$ cat config.mk
export PLATFORM = sky130hd
export DESIGN_NAME = mem_port_arbiter_flat
export DESIGN_NICKNAME = d
export VERILOG_FILES = /design/src/rtl/mem_port_arbiter_if.sv /design/src/rtl/mem_port_arbiter.sv /design/src/flat_wrapper.sv
export SDC_FILE = /design/constraint.sdc
export NUM_CORES = 1
export LEC_CHECK = 0
export CORE_MARGIN = 2
export CORE_UTILIZATION = 34
export DETAILED_ROUTE_END_ITERATION = 8
export HOLD_SLACK_MARGIN = 0.02
export PLACE_DENSITY = 0.81
export SYNTH_ARGS = -nofsm -noshare
export SYNTH_HDL_FRONTEND = slang
export SYNTH_SLANG_ARGS = --single-unit
$ cat constraint.sdc
create_clock -name clk -period 2.95 [get_ports clk]
set_input_delay 0.4425 -clock clk [delete_from_list [all_inputs] [get_ports clk]]
set_output_delay 0.4425 -clock clk [all_outputs]
set_load 0.05 [all_outputs]
$ cat src/rtl/mem_port_arbiter_if.sv
// ============================================================================
// Module      : mem_port_arbiter_if
// Description : Requester-side and memory-side bundle for mem_port_arbiter.
// Revision    : 1.0
// ============================================================================
`default_nettype none

interface mem_port_arbiter_if #(
    parameter int N_PORTS = 2,
    parameter int ADDR_W  = 32,
    parameter int DATA_W  = 32
);
    localparam int BE_W = DATA_W / 8;
    localparam int ID_W = $clog2(N_PORTS);

    logic [N_PORTS-1:0]        req_valid;
    logic [N_PORTS*ADDR_W-1:0] req_addr;
    logic [N_PORTS*DATA_W-1:0] req_wdata;
    logic [N_PORTS*BE_W-1:0]   req_byte_enable;
    logic [N_PORTS-1:0]        req_flash;
    logic [N_PORTS-1:0]        req_ready;
    logic [DATA_W-1:0]         req_rdata;
    logic [N_PORTS-1:0]        req_flash_done;

    logic                      mem_valid;
    logic [ADDR_W-1:0]         mem_addr;
    logic [DATA_W-1:0]         mem_wdata;
    logic [BE_W-1:0]           mem_byte_enable;
    logic                      mem_flash;
    logic                      mem_ready;
    logic [DATA_W-1:0]         mem_rdata;
    logic                      mem_flash_done;
    logic [ID_W-1:0]           grant_id;

    // Arbiter side: consumes requests, drives the downstream port.
    modport master (
        input  req_valid, req_addr, req_wdata, req_byte_enable, req_flash,
        output req_ready, req_rdata, req_flash_done,
        output mem_valid, mem_addr, mem_wdata, mem_byte_enable, mem_flash,
        input  mem_ready, mem_rdata, mem_flash_done,
        output grant_id
    );

    // Environment side: requesters plus the downstream memory.
    modport slave (
        output req_valid, req_addr, req_wdata, req_byte_enable, req_flash,
        input  req_ready, req_rdata, req_flash_done,
        input  mem_valid, mem_addr, mem_wdata, mem_byte_enable, mem_flash,
        output mem_ready, mem_rdata, mem_flash_done,
        input  grant_id
    );
endinterface

`default_nettype wire

$ cat src/rtl/mem_port_arbiter.sv
// ============================================================================
// Module      : mem_port_arbiter
// Description : Round-robin arbiter sharing one memory port among N_PORTS
//               requesters; flush requests take precedence over accesses.
// Revision    : 1.0
// ============================================================================
`default_nettype none

module mem_port_arbiter #(
    parameter int N_PORTS = 2,
    parameter int ADDR_W  = 32,
    parameter int DATA_W  = 32
) (
    input  wire logic          clk,
    input  wire logic          rst,
    mem_port_arbiter_if.master bus
);
    localparam int BE_W = DATA_W / 8;
    localparam int ID_W = $clog2(N_PORTS);

    typedef enum logic [2:0] {
        S_IDLE   = 3'd0,
        S_ACCESS = 3'd1,
        S_FLUSH  = 3'd2,
        S_RESP   = 3'd3,
        S_FDONE  = 3'd4
    } state_t;

    state_t              r_state;
    state_t              w_state_nxt;
    logic [ID_W-1:0]     r_last_grant;
    logic [ID_W-1:0]     r_grant;
    logic [ADDR_W-1:0]   r_addr;
    logic [DATA_W-1:0]   r_wdata;
    logic [BE_W-1:0]     r_be;
    logic [DATA_W-1:0]   r_rdata;

    logic [ID_W-1:0]     w_rr_idx;
    logic [ID_W-1:0]     w_fl_idx;
    logic                w_take_flush;
    logic                w_take_access;
    logic                w_capture_rdata;
    logic [N_PORTS-1:0]  w_grant_oh;

    logic [ADDR_W-1:0]   w_addr_arr [N_PORTS];
    logic [DATA_W-1:0]   w_wdata_arr[N_PORTS];
    logic [BE_W-1:0]     w_be_arr   [N_PORTS];

    for (genvar gi = 0; gi < N_PORTS; gi++) begin : g_unpack
        assign w_addr_arr[gi]  = bus.req_addr[gi*ADDR_W +: ADDR_W];
        assign w_wdata_arr[gi] = bus.req_wdata[gi*DATA_W +: DATA_W];
        assign w_be_arr[gi]    = bus.req_byte_enable[gi*BE_W +: BE_W];
    end

    // Walk downward so the port closest after r_last_grant is assigned last.
    always_comb begin
        int v_idx;
        v_idx    = 0;
        w_rr_idx = '0;
        for (int i = N_PORTS; i >= 1; i--) begin
            v_idx = (int'(r_last_grant) + i) % N_PORTS;
            if (bus.req_valid[ID_W'(v_idx)]) begin
                w_rr_idx = ID_W'(v_idx);
            end
        end
    end

    always_comb begin
        w_fl_idx = '0;
        for (int i = N_PORTS - 1; i >= 0; i--) begin
            if (bus.req_flash[i]) begin
                w_fl_idx = ID_W'(i);
            end
        end
    end

    always_comb begin
        w_state_nxt     = r_state;
        w_take_flush    = 1'b0;
        w_take_access   = 1'b0;
        w_capture_rdata = 1'b0;
        case (r_state)
            S_IDLE: begin
                if (|bus.req_flash) begin
                    w_take_flush = 1'b1;
                    w_state_nxt  = S_FLUSH;
                end else if (|bus.req_valid) begin
                    w_take_access = 1'b1;
                    w_state_nxt   = S_ACCESS;
                end
            end
            S_ACCESS: begin
                if (bus.mem_ready) begin
                    w_capture_rdata = 1'b1;
                    w_state_nxt     = S_RESP;
                end
            end
            S_FLUSH: begin
                if (bus.mem_flash_done) begin
                    w_state_nxt = S_FDONE;
                end
            end
            S_RESP:  w_state_nxt = S_IDLE;
            S_FDONE: w_state_nxt = S_IDLE;
            default: w_state_nxt = S_IDLE;
        endcase
    end

    always_ff @(posedge clk or posedge rst) begin
        if (rst) begin
            r_state      <= S_IDLE;
            r_last_grant <= ID_W'(N_PORTS - 1);
            r_grant      <= '0;
            r_addr       <= '0;
            r_wdata      <= '0;
            r_be         <= '0;
            r_rdata      <= '0;
        end else begin
            r_state <= w_state_nxt;
            // Flush grants leave the round-robin pointer untouched.
            if (w_take_flush) begin
                r_grant <= w_fl_idx;
            end else if (w_take_access) begin
                r_grant      <= w_rr_idx;
                r_last_grant <= w_rr_idx;
                r_addr       <= w_addr_arr[w_rr_idx];
                r_wdata      <= w_wdata_arr[w_rr_idx];
                r_be         <= w_be_arr[w_rr_idx];
            end
            if (w_capture_rdata) begin
                r_rdata <= bus.mem_rdata;
            end
        end
    end

    assign w_grant_oh          = {{(N_PORTS-1){1'b0}}, 1'b1} << r_grant;
    assign bus.req_ready       = (r_state == S_RESP)  ? w_grant_oh : '0;
    assign bus.req_flash_done  = (r_state == S_FDONE) ? w_grant_oh : '0;
    assign bus.req_rdata       = r_rdata;
    assign bus.mem_valid       = (r_state == S_ACCESS);
    assign bus.mem_flash       = (r_state == S_FLUSH);
    assign bus.mem_addr        = r_addr;
    assign bus.mem_wdata       = r_wdata;
    assign bus.mem_byte_enable = r_be;
    assign bus.grant_id        = r_grant;

endmodule

`default_nettype wire
$ cat src/flat_wrapper.sv
// flat-port wrapper written by rule: the top's interface ports become plain ports
module mem_port_arbiter_flat 
#(
    parameter int N_PORTS = 2,
    parameter int ADDR_W  = 32,
    parameter int DATA_W  = 32
)
  (clk, rst, bus_req_valid, bus_req_addr, bus_req_wdata, bus_req_byte_enable, bus_req_flash, bus_req_ready, bus_req_rdata, bus_req_flash_done, bus_mem_valid, bus_mem_addr, bus_mem_wdata, bus_mem_byte_enable, bus_mem_flash, bus_mem_ready, bus_mem_rdata, bus_mem_flash_done, bus_grant_id);
  mem_port_arbiter_if #(.N_PORTS(N_PORTS), .ADDR_W(ADDR_W), .DATA_W(DATA_W)) bus_i ();
  input  wire logic clk;
  input  wire logic rst;
  input wire logic [$bits(bus_i.req_valid)-1:0] bus_req_valid;
  input wire logic [$bits(bus_i.req_addr)-1:0] bus_req_addr;
  input wire logic [$bits(bus_i.req_wdata)-1:0] bus_req_wdata;
  input wire logic [$bits(bus_i.req_byte_enable)-1:0] bus_req_byte_enable;
  input wire logic [$bits(bus_i.req_flash)-1:0] bus_req_flash;
  output wire logic [$bits(bus_i.req_ready)-1:0] bus_req_ready;
  output wire logic [$bits(bus_i.req_rdata)-1:0] bus_req_rdata;
  output wire logic [$bits(bus_i.req_flash_done)-1:0] bus_req_flash_done;
  output wire logic [$bits(bus_i.mem_valid)-1:0] bus_mem_valid;
  output wire logic [$bits(bus_i.mem_addr)-1:0] bus_mem_addr;
  output wire logic [$bits(bus_i.mem_wdata)-1:0] bus_mem_wdata;
  output wire logic [$bits(bus_i.mem_byte_enable)-1:0] bus_mem_byte_enable;
  output wire logic [$bits(bus_i.mem_flash)-1:0] bus_mem_flash;
  input wire logic [$bits(bus_i.mem_ready)-1:0] bus_mem_ready;
  input wire logic [$bits(bus_i.mem_rdata)-1:0] bus_mem_rdata;
  input wire logic [$bits(bus_i.mem_flash_done)-1:0] bus_mem_flash_done;
  output wire logic [$bits(bus_i.grant_id)-1:0] bus_grant_id;
  assign bus_i.req_valid = bus_req_valid;
  assign bus_i.req_addr = bus_req_addr;
  assign bus_i.req_wdata = bus_req_wdata;
  assign bus_i.req_byte_enable = bus_req_byte_enable;
  assign bus_i.req_flash = bus_req_flash;
  assign bus_req_ready = bus_i.req_ready;
  assign bus_req_rdata = bus_i.req_rdata;
  assign bus_req_flash_done = bus_i.req_flash_done;
  assign bus_mem_valid = bus_i.mem_valid;
  assign bus_mem_addr = bus_i.mem_addr;
  assign bus_mem_wdata = bus_i.mem_wdata;
  assign bus_mem_byte_enable = bus_i.mem_byte_enable;
  assign bus_mem_flash = bus_i.mem_flash;
  assign bus_i.mem_ready = bus_mem_ready;
  assign bus_i.mem_rdata = bus_mem_rdata;
  assign bus_i.mem_flash_done = bus_mem_flash_done;
  assign bus_grant_id = bus_i.grant_id;
  mem_port_arbiter #(.N_PORTS(N_PORTS), .ADDR_W(ADDR_W), .DATA_W(DATA_W)) u_core (.clk(clk), .rst(rst), .bus(bus_i));
endmodule
==> out/results.ini, run 1 <==
[yosys]
syn_inst = 411
avgSynthCellArea_um2 = 11.8
ys_ff_latch = 105
syn_nets = 587
ys_warn_count = 0
syn_area_mm2 = 0.00484
ys_seq_area_share_pct = 54.3
yosysUniqueCellTypes = 26

[finish]
area_delta_synth_final_pct = 68.1
drive_gt1_share_pct = 10.1
fin_cells = 856
antenna_cells = 0
layout.nets = 847

[power]
p_leak_uw = 0.00348
clkPwrFrac_pct = 13.3
p_switching_uw = 4690
power_frac_comb_pct = 59.9
powerDensity_mw_per_mm2 = 1180
p_int_uw = 4930
seqPwrFrac_pct = 26.9
ir_drop_mv = 0.591
swShare_pct = 48.7

[run_status]
status = complete, no violations

[timing]
hold_viol = 0
finalCriticalPeriod_ps = 2560
finalClockSkew_ps = 6.24
rsz0062_at_grt = false
tns_ps = 0
max_slew_margin_pct = 43.9
period_share_pct = 86.7
tightest_slew_ps = 840
setup_violations = 0
timing.hold.ws_ps = 510
fmax_mhz = 391
drv_slew = 0

[critical_path]
reg2reg_depth = 4
rrSetupSlack_ps = 900
critPathCaptureType = output pin
start_kind = flop
crit_fanout = 9
critical_path_class = reg2out
crit_required_ps = 2510
rr_endpoint = u_core.bus.req_rdata[14]
crit_arrival_ps = 2120
worstReg2RegStart = u_core.r_state[0]

[clocking]
cts_resized = 0
clock_path_buffers = 2
cts_tree = done
cts_sinks = 105
cts_buffers = 9
cts_root_buf = clkbuf_16
cts_setup_buffers = 0
clk_latency_ps = 350
hold_buffers = 0
path_clk_slew_ps = 70
h-tree-depth = 3

[placement]
io_buffers = 282
hpwl_um = 11500
place_congestion = 0.822
dp_cells = 840

[drt]
drt-total-wl_um = 15600
drtIter0Drc = 324
drtPass1Iterations = 5
drc = 0
routedWlPerCell_um = 18.2
num_vias = 4458
vias_per_cell = 5.21
ant_nets = 0

[floorplanning]
row_count = 43
core_mm2 = 0.0139
start_util_pct = 34.9
die_h_um = 123
dieArea_mm2 = 0.0152
die_w_um = 123
ios = 283

[grt]
grt_pass1_wl_um = 23000
overflow = 0
grt_usage_pct = 19.7
grt_pass1_vias = 4497
antenna_found_initial = 0
grt_max_degree = 72

[min_path]
hp-class = reg2reg
min_from = u_core.bus.req_rdata[16]
min_path_cells = 1
min_to = u_core.bus.req_rdata[16]

[flow_run]
maxCapViolations = 0

[worst max path at each step]
stage	startpoint	end	slack, ps
after floorplan	u_core.bus.grant_id	bus_req_flash_done[1]	230
after global placement	bus_req_valid[0]	u_core.bus.mem_addr[28]	840
after detailed placement	u_core.r_state[0]	bus_req_ready[0]	740
after CTS	u_core.r_state[0]	bus_req_ready[0]	380
after global routing	u_core.r_state[0]	bus_req_ready[0]	290
final	u_core.r_state[0]	bus_req_ready[0]	390
[routing by layer]
layer	share of wire (%)	track usage [%]	wire length [um]	vias to the layer above
li1	-	-	-	2066
met5	0	0	0	-
met4	2.6	8.95	406	0
met3	7.7	4.11	1210	31
met1	37	22.2	5770	2139
met2	53	35.6	8200	222
[Yosys cell counts]
master	count	area, um^2
nor4bb_1	2	20.0
mux2_2	32	360
or2_2	1	6.26
nor3_1	2	10.0
and3_1	1	6.26
and4b_1	1	10.0
a22o_1	1	8.76
nor2_1	1	3.75
mux2i_1	68	681
buf_4	4	30.0
nor4b_1	1	8.76
nor3_4	1	16.3
dfrtp_1	104	2600
or2_0	1	6.26
a2111oi_0	1	8.76
buf_6	4	45.0
a31oi_1	69	432
buf_2	15	75.1
inv_1	2	7.51
o21ai_0	1	5.00
nor3b_1	2	15.0
dfstp_2	1	26.3
and2_1	2	12.5
nand2b_1	1	6.26
a21oi_1	71	355
clkbuf_1	22	82.6
[sequential cells by signal, summed over array words and instances (netlist names)]
signal                      cells
u_core.r_last_grant             1
u_core.r_state                  3
u_core.bus.req_rdata           32
u_core.bus.mem_addr            32
u_core.bus.mem_byte_enable      4
u_core.bus.mem_wdata           32
u_core.bus.grant_id             1
[power by group through the flow]
stage | logic (uW) | clock network [uW] | registers, uW
final | 5760 | 1270 | 2580
after global routing | 6010 | 1360 | 2670
after CTS | 5800 | 1310 | 2580
after detailed placement | 5790 | 0 | 2600
after global placement | 5690 | 0 | 2550
after floorplan | 1410 | 0 | 4890
[cell families after synthesis]
group                  Yosys count  synth area share [%]
AOI/OAI and AO/OA              143                  16.7
buffers and inverters           47                  4.96
DFF                            105                  54.3
muxes                          100                  21.5
and+or+nand+nor                 16                  2.51
[placed cells by master, fill, tap and decap left out, types with 2 or more instances in the layout]
cell type        synthesis  layout
a21oi_1                 71      71
a31oi_1                 69      69
and2_1                   2       2
buf_12                   0       4
buf_4                    4       8
bufinv_16                0       2
clkbuf_16                0       9
clkdlybuf4s50_1          0     282
clkinv_2                 0       2
clkinvlp_4               0       3
dfrtp_1                104     104
mux2_2                  32      32
mux2i_1                 68      68
nor3_1                   2       2
nor3b_1                  2       2
nor4bb_1                 2       2
or2_2                    1       2
[area by class of cell]
type	count	area, um^2
clock buffer	9	225
clock inverter	7	93.8
fill	1138	5750
inverter	2	11.3
multi-input combinational	259	1990
sequential	105	2630
tap	180	225
timing repair buffer	294	2960
[worst max-delay path: stages, from the launching register on]
cell and delay [ps]:
dfrtp_1 510, nor4bb_1 370, clkdlybuf4s50_1 890
[per-stage QoR]
| step | setup WS (ps) | util, % | cell area [um^2] | power, uW |
|---|---|---|---|---|
| floorplan | 228 | - | 4840 | 6300 |
| global route | 293 | 58.6 | 8140 | 10000 |
| finish | 392 | 58.6 | 8140 | 9620 |
| CTS | 384 | 58.6 | 8140 | 9700 |
| detailed placement | 744 | 56.3 | 7820 | 8390 |
| global placement | 839 | 56.3 | 7820 | 8240 |
Power figures use the tool's default switching activity.
==> run 2, diff against run 1 <==
--- a/config.mk
+++ b/config.mk
@@ -9,7 +9,7 @@
 export CORE_UTILIZATION = 34
 export DETAILED_ROUTE_END_ITERATION = 8
 export HOLD_SLACK_MARGIN = 0.02
-export PLACE_DENSITY = 0.81
+export PLACE_DENSITY = 0.74
 export SYNTH_ARGS = -nofsm -noshare
 export SYNTH_HDL_FRONTEND = slang
 export SYNTH_SLANG_ARGS = --single-unit
==> run 2 against run 1 <==
  * Count of clock-buffer cells in the layout rose by 3
  * Via count about the same
  * Core utilization down 0.23 points
  * Cell count fell by 0.12%
==> out/results.ini, run 2 (synthesis results as in run 1) <==
[power]
p_switching_uw = 4660
swShare_pct = 48.8
clkPwrFrac_pct = 12.7
p_leak_uw = 0.00346
ir_drop_mv = 0.672
seqPwrFrac_pct = 27.0
powerDensity_mw_per_mm2 = 1180
power_frac_comb_pct = 60.3
p_int_uw = 4890

[finish]
final_common_cell = clkdlybuf4s50_1
fillers = 1147
drive_gt1_share_pct = 9.78
layout.nets = 846
mostFrequentLayoutCells = clkdlybuf4s50_1, dfrtp_1, a21oi_1
area_delta_synth_final_pct = 67.4
seqCellArea_mm2 = 0.00263
multiInputGateArea_mm2 = 0.00199
antenna_cells = 0

[placement]
place_worst_setup_slack_ps = 699
place_congestion = 0.785
hpwl_um = 11300
io_buffers = 282

[floorplanning]
dieArea_mm2 = 0.0152
ios = 283
core_mm2 = 0.0139
die_w_um = 123
start_util_pct = 34.9
row_count = 43
die_h_um = 123

[grt]
grt_max_degree = 72
grt_pass1_vias = 4531
grt_pass1_wl_um = 22900
antenna_found_initial = 0
grt_usage_pct = 19.3
overflow = 0

[clocking]
cts_sinks = 105
cts_resized = 0
clock_path_buffers = 2
path_clk_slew_ps = 70
cts_setup_buffers = 0
h-tree-depth = 3
cts_root_buf = clkbuf_16
hold_buffers = 0
cts_tree = done
cts_buffers = 9
clk_latency_ps = 340

[min_path]
min_from = u_core.bus.req_rdata[9]
hp-class = reg2reg
min_to = u_core.bus.req_rdata[9]
min_path_cells = 1

[drt]
dr_wl_met2_um = 8010
met3_length_um = 1220
drtPass1Iterations = 4
ant_nets = 0
drtIter0Drc = 234
drt-met1-wl_um = 5940
num_vias = 4455
drc = 0
routedWlPerCell_um = 18.1
highest_layer = met4
vias_per_cell = 5.21
drt-total-wl_um = 15500

[critical_path]
rr_endpoint = u_core.bus.req_rdata[24]
worstReg2RegStart = u_core.r_state[0]
reg2reg_depth = 4
rrSetupSlack_ps = 1000
crit_fanout = 10
critPathCaptureType = output pin
crit_required_ps = 2510
crit_arrival_ps = 2030
critical_path_class = reg2out
start_kind = flop

[run_status]
status = complete, no violations

[timing]
max_slew_margin_pct = 48.2
tns_ps = 0
finalCriticalPeriod_ps = 2470
period_share_pct = 83.8
hold_viol = 0
setup_violations = 0
rsz0062_at_grt = false
drv_slew = 0
fmax_mhz = 405
finalWorstSetupSlack_ps = 478
finalClockSkew_ps = 6.22
tightest_slew_ps = 777

[flow_run]
maxCapViolations = 0

## run 2: area by class of cell
cell class,count,area share [%]
multi-input combinational,259,24.5
clock inverter,4,0.633
inverter,2,0.139
tap,180,2.78
clock buffer,12,3.17
timing repair buffer,293,36.3
sequential,105,32.4
## run 2: how the worst max path moves through the flow
stage,from,endpoint,slack (ps),cells past startpoint
finish,u_core.r_state[1],bus_req_flash_done[0],480,2
global route,u_core.r_state[1],bus_mem_flash,350,2
CTS,u_core.r_state[1],bus_req_flash_done[0],440,2
detailed placement,bus_req_valid[0],u_core.bus.grant_id,700,5
global placement,bus_req_valid[0],u_core.bus.grant_id,740,5
floorplan,u_core.bus.grant_id,bus_req_flash_done[1],230,1
## run 2: critical path, stage by stage (launching register included)
cell	delay (ps)
dfrtp_1	500
nor4b_1	330
clkdlybuf4s50_1	870
## run 2: per-layer routing
| metal | global-route usage (%) | vias to the layer above |
|---|---|---|
| met4 | 7.03 | 0 |
| met2 | 34.3 | 185 |
| met3 | 4.57 | 25 |
| met5 | 0 | - |
| li1 | - | 2065 |
| met1 | 22.6 | 2180 |
## run 2: metrics by stage
step	util [%]	instances	power, uW	area, um^2	hold WS [ps]
floorplan	-	411	6300	4840	496
global placement	56.2	839	8270	7800	492
detailed placement	56.2	839	8400	7800	495
CTS	58.4	855	9640	8100	510
global route	58.4	855	9990	8100	515
finish	58.4	855	9560	8100	508
## run 2: power by group through the flow
stage	Combinational, uW	Clock (uW)	Sequential (uW)
after floorplan	1410	0	4890
after global placement	5710	0	2560
after detailed placement	5800	0	2590
after CTS	5810	1250	2580
after global routing	6010	1300	2670
final	5760	1220	2580
